===== src/rtl/shift_sequencer_if.sv =====
// Command channel between a requester and shift_sequencer.
//   cmd_valid : requester has a command on cmd_op/cmd_count/cmd_data
//   cmd_ready : sequencer can take the command this cycle
//   cmd_op    : 0 load, 1 hold, 2 shl, 3 shr, 4 rotr, 5 rotl, 6/7 clear
//   cmd_count : repeat count for ops 1-5
//   cmd_data  : parallel-load value for op 0
interface shift_sequencer_if #(
  parameter int unsigned CNT_W = 4
) ();

  logic             cmd_valid;
  logic             cmd_ready;
  logic [2:0]       cmd_op;
  logic [CNT_W-1:0] cmd_count;
  logic [7:0]       cmd_data;

  modport master (
    output cmd_valid,
    output cmd_op,
    output cmd_count,
    output cmd_data,
    input  cmd_ready
  );

  modport slave (
    input  cmd_valid,
    input  cmd_op,
    input  cmd_count,
    input  cmd_data,
    output cmd_ready
  );

endinterface


===== src/rtl/shift_sequencer.sv =====
// Command sequencer for an 8-bit universal shift register. Commands are
// queued in a small FIFO and each one is played out as an option code held
// on opt_out for N clocks, with one hold cycle between commands.
//   clk, reset : rising-edge clock, synchronous active-high reset
//   cmd        : command channel (slave side), cmd_ready is combinational
//   abort      : flush the queue and stop the running command
//   opt_out    : option code to the register (registered)
//   load_out   : parallel-load data to the register (registered)
//   busy       : a command is executing
//   done       : one-cycle pulse after a command's last execute cycle
//   level      : queue occupancy
module shift_sequencer #(
  parameter int unsigned DEPTH = 4,
  parameter int unsigned CNT_W = 4
) (
  input  logic                    clk,
  input  logic                    reset,
  shift_sequencer_if.slave        cmd,
  input  logic                    abort,
  output logic [2:0]              opt_out,
  output logic [7:0]              load_out,
  output logic                    busy,
  output logic                    done,
  output logic [$clog2(DEPTH):0]  level
);

  localparam int unsigned PTR_W   = $clog2(DEPTH);
  localparam int unsigned LVL_W   = PTR_W + 1;
  localparam logic [2:0]  OP_HOLD = 3'd1;

  typedef struct packed {
    logic [2:0]       op;
    logic [CNT_W-1:0] count;
    logic [7:0]       data;
  } entry_t;

  typedef enum logic {
    IDLE = 1'b0,
    EXEC = 1'b1
  } state_t;

  entry_t           mem [DEPTH];
  entry_t           wr_entry;
  entry_t           head;
  logic [PTR_W-1:0] wr_ptr;
  logic [PTR_W-1:0] rd_ptr;
  logic             push_c;
  logic             pop_c;

  state_t           state_q;
  state_t           state_d;
  logic [CNT_W-1:0] rem_q;
  logic [CNT_W-1:0] rem_d;
  logic [2:0]       opt_d;
  logic [7:0]       load_d;
  logic             done_d;

  // Effective cycle count: shifts/rotates/hold repeat, count 0 runs once.
  function automatic logic [CNT_W-1:0] eff_count(input entry_t e);
    if ((e.op >= 3'd1) && (e.op <= 3'd5) && (e.count != '0)) begin
      return e.count;
    end
    return CNT_W'(1);
  endfunction

  assign cmd.cmd_ready = (level < LVL_W'(DEPTH)) && !abort;
  assign push_c        = cmd.cmd_valid && cmd.cmd_ready;
  assign pop_c         = (state_q == IDLE) && (level != '0) && !abort;
  assign head          = mem[rd_ptr];
  assign busy          = (state_q == EXEC);

  always_comb begin
    wr_entry       = '0;
    wr_entry.op    = cmd.cmd_op;
    wr_entry.count = cmd.cmd_count;
    wr_entry.data  = cmd.cmd_data;
  end

  // Queue storage; abort/reset only touch pointers and level.
  always_ff @(posedge clk) begin
    if (push_c) begin
      mem[wr_ptr] <= wr_entry;
    end
  end

  // Queue pointers and occupancy; pointers wrap naturally at DEPTH.
  always_ff @(posedge clk) begin
    if (reset || abort) begin
      wr_ptr <= '0;
      rd_ptr <= '0;
      level  <= '0;
    end else begin
      if (push_c) begin
        wr_ptr <= wr_ptr + PTR_W'(1);
      end
      if (pop_c) begin
        rd_ptr <= rd_ptr + PTR_W'(1);
      end
      if (push_c && !pop_c) begin
        level <= level + LVL_W'(1);
      end else if (pop_c && !push_c) begin
        level <= level - LVL_W'(1);
      end
    end
  end

  // State and output registers.
  always_ff @(posedge clk) begin
    if (reset) begin
      state_q  <= IDLE;
      rem_q    <= '0;
      opt_out  <= OP_HOLD;
      load_out <= '0;
      done     <= 1'b0;
    end else begin
      state_q  <= state_d;
      rem_q    <= rem_d;
      opt_out  <= opt_d;
      load_out <= load_d;
      done     <= done_d;
    end
  end

  // Next-state logic.
  always_comb begin
    state_d = state_q;
    unique case (state_q)
      IDLE: if (pop_c) state_d = EXEC;
      EXEC: if (rem_q == CNT_W'(1)) state_d = IDLE;
      default: state_d = IDLE;
    endcase
    if (abort) begin
      state_d = IDLE;
    end
  end

  // Next values of the registered outputs and repeat counter.
  always_comb begin
    opt_d  = opt_out;
    load_d = load_out;
    done_d = 1'b0;
    rem_d  = rem_q;
    unique case (state_q)
      IDLE: begin
        opt_d = OP_HOLD;
        if (pop_c) begin
          opt_d  = head.op;
          load_d = head.data;
          rem_d  = eff_count(head);
        end
      end
      EXEC: begin
        rem_d = rem_q - CNT_W'(1);
        if (rem_q == CNT_W'(1)) begin
          opt_d  = OP_HOLD;
          done_d = 1'b1;
        end
      end
      default: opt_d = OP_HOLD;
    endcase
    if (abort) begin
      opt_d  = OP_HOLD;
      done_d = 1'b0;
    end
  end

endmodule


===== src/flat_wrapper.sv =====
// flat-port wrapper written by rule: the top's interface ports become plain ports
module shift_sequencer_flat 
#(
  parameter int unsigned DEPTH = 4,
  parameter int unsigned CNT_W = 4
)
  (clk, reset, abort, opt_out, load_out, busy, done, level, cmd_cmd_valid, cmd_cmd_op, cmd_cmd_count, cmd_cmd_data, cmd_cmd_ready);
  shift_sequencer_if #(.CNT_W(CNT_W)) cmd_i ();
  input  logic clk;
  input  logic reset;
  input  logic abort;
  output logic [2:0] opt_out;
  output logic [7:0] load_out;
  output logic busy;
  output logic done;
  output logic [$clog2(DEPTH):0] level;
  input wire logic [$bits(cmd_i.cmd_valid)-1:0] cmd_cmd_valid;
  input wire logic [$bits(cmd_i.cmd_op)-1:0] cmd_cmd_op;
  input wire logic [$bits(cmd_i.cmd_count)-1:0] cmd_cmd_count;
  input wire logic [$bits(cmd_i.cmd_data)-1:0] cmd_cmd_data;
  output wire logic [$bits(cmd_i.cmd_ready)-1:0] cmd_cmd_ready;
  assign cmd_i.cmd_valid = cmd_cmd_valid;
  assign cmd_i.cmd_op = cmd_cmd_op;
  assign cmd_i.cmd_count = cmd_cmd_count;
  assign cmd_i.cmd_data = cmd_cmd_data;
  assign cmd_cmd_ready = cmd_i.cmd_ready;
  shift_sequencer #(.DEPTH(DEPTH), .CNT_W(CNT_W)) u_core (.clk(clk), .reset(reset), .cmd(cmd_i), .abort(abort), .opt_out(opt_out), .load_out(load_out), .busy(busy), .done(done), .level(level));
endmodule

===== config.mk =====
export PLATFORM = sky130hd
export DESIGN_NAME = shift_sequencer_flat
export DESIGN_NICKNAME = d
export VERILOG_FILES = /design/src/rtl/shift_sequencer_if.sv /design/src/rtl/shift_sequencer.sv /design/src/flat_wrapper.sv
export SDC_FILE = /design/constraint.sdc
export NUM_CORES = 1
export LEC_CHECK = 0
export BUFFER_PORTS_ARGS = -buffer_cell sky130_fd_sc_hd__clkbuf_2
export CAP_MARGIN = 0
export CELL_PAD_IN_SITES_DETAIL_PLACEMENT = 1
export CELL_PAD_IN_SITES_GLOBAL_PLACEMENT = 2
export CORE_ASPECT_RATIO = 1.1
export CORE_MARGIN = 8
export CORE_UTILIZATION = 42
export CTS_CLUSTER_DIAMETER = 80
export CTS_CLUSTER_SIZE = 14
export DETAILED_ROUTE_END_ITERATION = 12
export PLACE_DENSITY = 0.83
export SLEW_MARGIN = 5
export SYNTH_ARGS = -nofsm -noshare
export SYNTH_HDL_FRONTEND = slang
export SYNTH_SLANG_ARGS = --single-unit
export TNS_END_PERCENT = 1

===== constraint.sdc =====
create_clock -name clk -period 2.56 [get_ports clk]
set_input_delay 0.512 -clock clk [delete_from_list [all_inputs] [get_ports clk]]
set_output_delay 0.512 -clock clk [all_outputs]
set_load 0.03 [all_outputs]

==> metrics.md <==
| Metric | Value |
|---|---|
| Status | finished clean |
| Cells after synthesis | 213 |
| GP Congestion | 0.692 |
| Die height | 110 um |
| Setup TNS | 0 ps |
| Post-synthesis sequential area ratio | 68.9% |
| IO Port Bufs | 35 |
| Site Rows | 34 |
| Worst setup path end | u_core.level[2] |
| PnR worst setup slack | 391 ps |
| Required time worst endpoint | 2850 ps |
| Via/cell ratio | 4.94 |
| Vias in the first global route | 2007 |
| DRT iter0 DRCs | 62 |
| Worst Path Max Fanout | 4 |
| Crit end category | flip-flop |
| Syn. warnings | 0 |
| Fin nets | 287 |
| Final worst path period share | 84.7% |
| H-tree levels | 3 |
| Slew margin rel. | 66.5% |
| Largest net degree at the start of global routing | 17 |
| Fin util | 49.8% |
| Syn_nets | 240 |
| P_leak | 0.00140 uW |
| DRT Wirelength | 6.52 mm |
| Unique cell type count in the Yosys netlist | 37 |
| Crit path launch | u_core.level[0] |
| Post-CTS Repair Setup Buffers | 0 |
| Worst endpoint data arrival time | 2460 ps |
| Hold/Removal Path Class | input port to flip-flop |
| Final hold violation count | 0 |
| Post-route clock skew | 12.7 ps |
| Initial Utilization | 42.8% |
| Hpwl dp | 4.57 mm |
| Area Growth Syn to Fin | 16.5% |
| Sequential cell area | 0.00232 mm2 |
| WHS Path Cells | 1 |
| RSZ-0062 raised after global routing | false |
| Hold buffers post-CTS | 0 |
| PostCTS Resize Cnt | 0 |
| Critical path type | flip-flop to flip-flop |
| Top-Level Pins | 36 |
| Total global routing overflow | 0 |
| Yosys top cell area share | 53.5% |
| Clock buffer depth | 2 |
| Synthesized area | 0.00337 mm2 |
| Multi-input gate area | 966 um2 |
| Drt drc | 0 |
| Critical path's slowest cell | dfxtp_1 |
| Max-Cap Viols | 0 |
| FF+latch count, synth | 86 |
| Total Routing Usage GR | 13.0% |
| Routed vias | 1843 |
| Pre-CTS WS | 224 ps |
| Clk slew on worst S/H paths | 90 ps |
| Top cell type by total area after synthesis | edfxtp_1 |
| Reg2reg start | u_core.level[0] |
| Number of synthesized flops with an enable pin | 60 |
| Syn_area_per_cell | 15.8 um2 |
| Post-route cell area | 0.00392 mm2 |
| Post-detailed-route wirelength per cell | 17.5 um |
| Antenna violations before repair | 0 |
| CTS tree | yes |
| Synth area leaders | edfxtp_1 53%, dfxtp_1 15%, mux4_2 8.0% |
| Initial DRT Pass Iterations | 4 |
| Clk sink count | 86 |
| First-pass GRT wire length | 10.7 mm |
| Critical Path Start Type | flip-flop |
| Layout cells sized above 1 | 32.1% |
| Cell at the root of the clock tree | clkbuf_8 |
| Power Density | 729 mW/mm2 |
| Reg2Reg Setup Slack | 390 ps |
| Main flop type after synthesis | edfxtp_1 |
| Worst Tran Pin Value | 501 ps |
| Fmax | 0.461 GHz |
| Clk Latency, worst-skew pair | 350 ps |
| Fin crit period | 2170 ps |
| Critical path depth in cells | 9 |
| Max-slew violation count | 0 |
| Ant. Diodes | 0 |
| Die ar. | 0.0111 mm2 |
| Reg2reg path depth | 9 |
| Worst VDD drop | 409 uV |
| R2r endpoint | u_core.level[2] |
| Asr flop ratio synth | 0% |
| Die width | 101 um |
| Placeable Area | 0.00787 mm2 |
| CTS buffer count | 9 |
| Area after DPL | 0.00370 mm2 |
| Fill cell count | 798 |
| CP bufs+invs | 2 |
| Critical-path cell list | nor3_1 > nor3_2 > inv_2 > ha_1 > inv_1 > fa_1 > xor2_1 > or3_1 > a21oi_1 |
| Delay of the slowest cell on the worst path | 370 ps |
| Final setup fails | 0 |
| Kind of cell adding the most delay to the critical path | simple AND/OR/NAND/NOR gates |
| Routed Antenna Nets | 0 |
## worst min-delay path by stage
stage / end / startpoint
2_1_floorplan: flip-flop / u_core.rd_ptr[1]
3_3_place_gp: u_core.load_out[0] / u_core.load_out[0]
3_5_place_dp: u_core.load_out[1] / u_core.load_out[1]
4_1_cts: u_core.mem[0][5] / cmd_cmd_data[5]
5_1_grt: u_core.mem[3][13] / cmd_cmd_op[1]
6_report: u_core.mem[3][1] / cmd_cmd_data[1]
## cell usage after synthesis (2+ instances only)
master and n:
a21oi_1 14, nor3_2 5, o21ai_0 3, xor2_1 3, ha_1 7, mux4_1 3, edfxtp_1 60, mux4_2 12
nand3_1 2, clkbuf_1 5, a22oi_1 2, nor3_1 3, nor2_1 16, nand2_1 18, and3_1 5, xnor2_1 2
mux2_2 2, dfxtp_1 26, nand2b_1 2, buf_2 2, inv_1 5
## flip-flops by register name, summed over array words and instances, names as in the netlist, named ones only
name	flops
u_core.busy	1
u_core.mem	60
u_core.wr_ptr	2
u_core.opt_out	3
u_core.done	1
u_core.rem_q	4
u_core.rd_ptr	2
u_core.level	3
u_core.load_out	8
## per-layer routing
layer / wire [um] / GRT usage, % / up-vias / share of wire, %
met5: 0 / 0 / - / 0
met4: 133 / 9.16 / 0 / 2.0
met3: 258 / 2.72 / 9 / 4.0
met2: 3240 / 20.9 / 30 / 50
met1: 2890 / 15.4 / 911 / 44
li1: - / - / 893 / -
## layout make-up
type,count,area share (%)
clock buffers,9,3.16
clock inverters,7,2.62
inverters,6,0.574
multi-input cells,112,24.6
flip-flops and latches,86,59.2
well taps,108,3.44
repair buffers,45,6.38
## cell usage in the layout (no fill, tap or decap), types with 5 or more instances in the layout
cell,count
mux4_2,12
clkbuf_2,35
buf_4,10
clkbuf_8,9
nor3_2,5
inv_1,5
nor2_1,15
nand2_1,18
dfxtp_1,26
a21oi_1,14
and3_1,5
ha_1,7
edfxtp_1,60
## power breakdown
| part | switching [uW] | leakage, uW | internal (uW) |
|---|---|---|---|
| registers | 26.7 | 0.000755 | 1520 |
| clock network | 504 | 0.000117 | 565 |
| logic | 145 | 0.000523 | 96.9 |
## per-stage QoR
stage               cells  power [uW]  hold slack (ps)
detailed placement    357        1830              452
finish                373        2860              379
global route          373        2980              368
floorplan             213        1740              485
global placement      357        1820              444
CTS                   373        2900              358
## kinds of logic (layout without fill, tap and decap cells)
kind of cell / count (synthesis) / count (layout) / synth area share (%)
DFF: 86 / 86 / 68.9
adders and majority gates: 8 / 8 / 3.19
xor gates and xnor gates: 5 / 5 / 1.30
and+or+nand+nor: 56 / 56 / 8.28
buffers and inverters: 15 / 67 / 2.45
muxes: 18 / 18 / 11.3
AOI/OAI and AO/OA: 25 / 25 / 4.49
(Power assumes the default switching activity.)
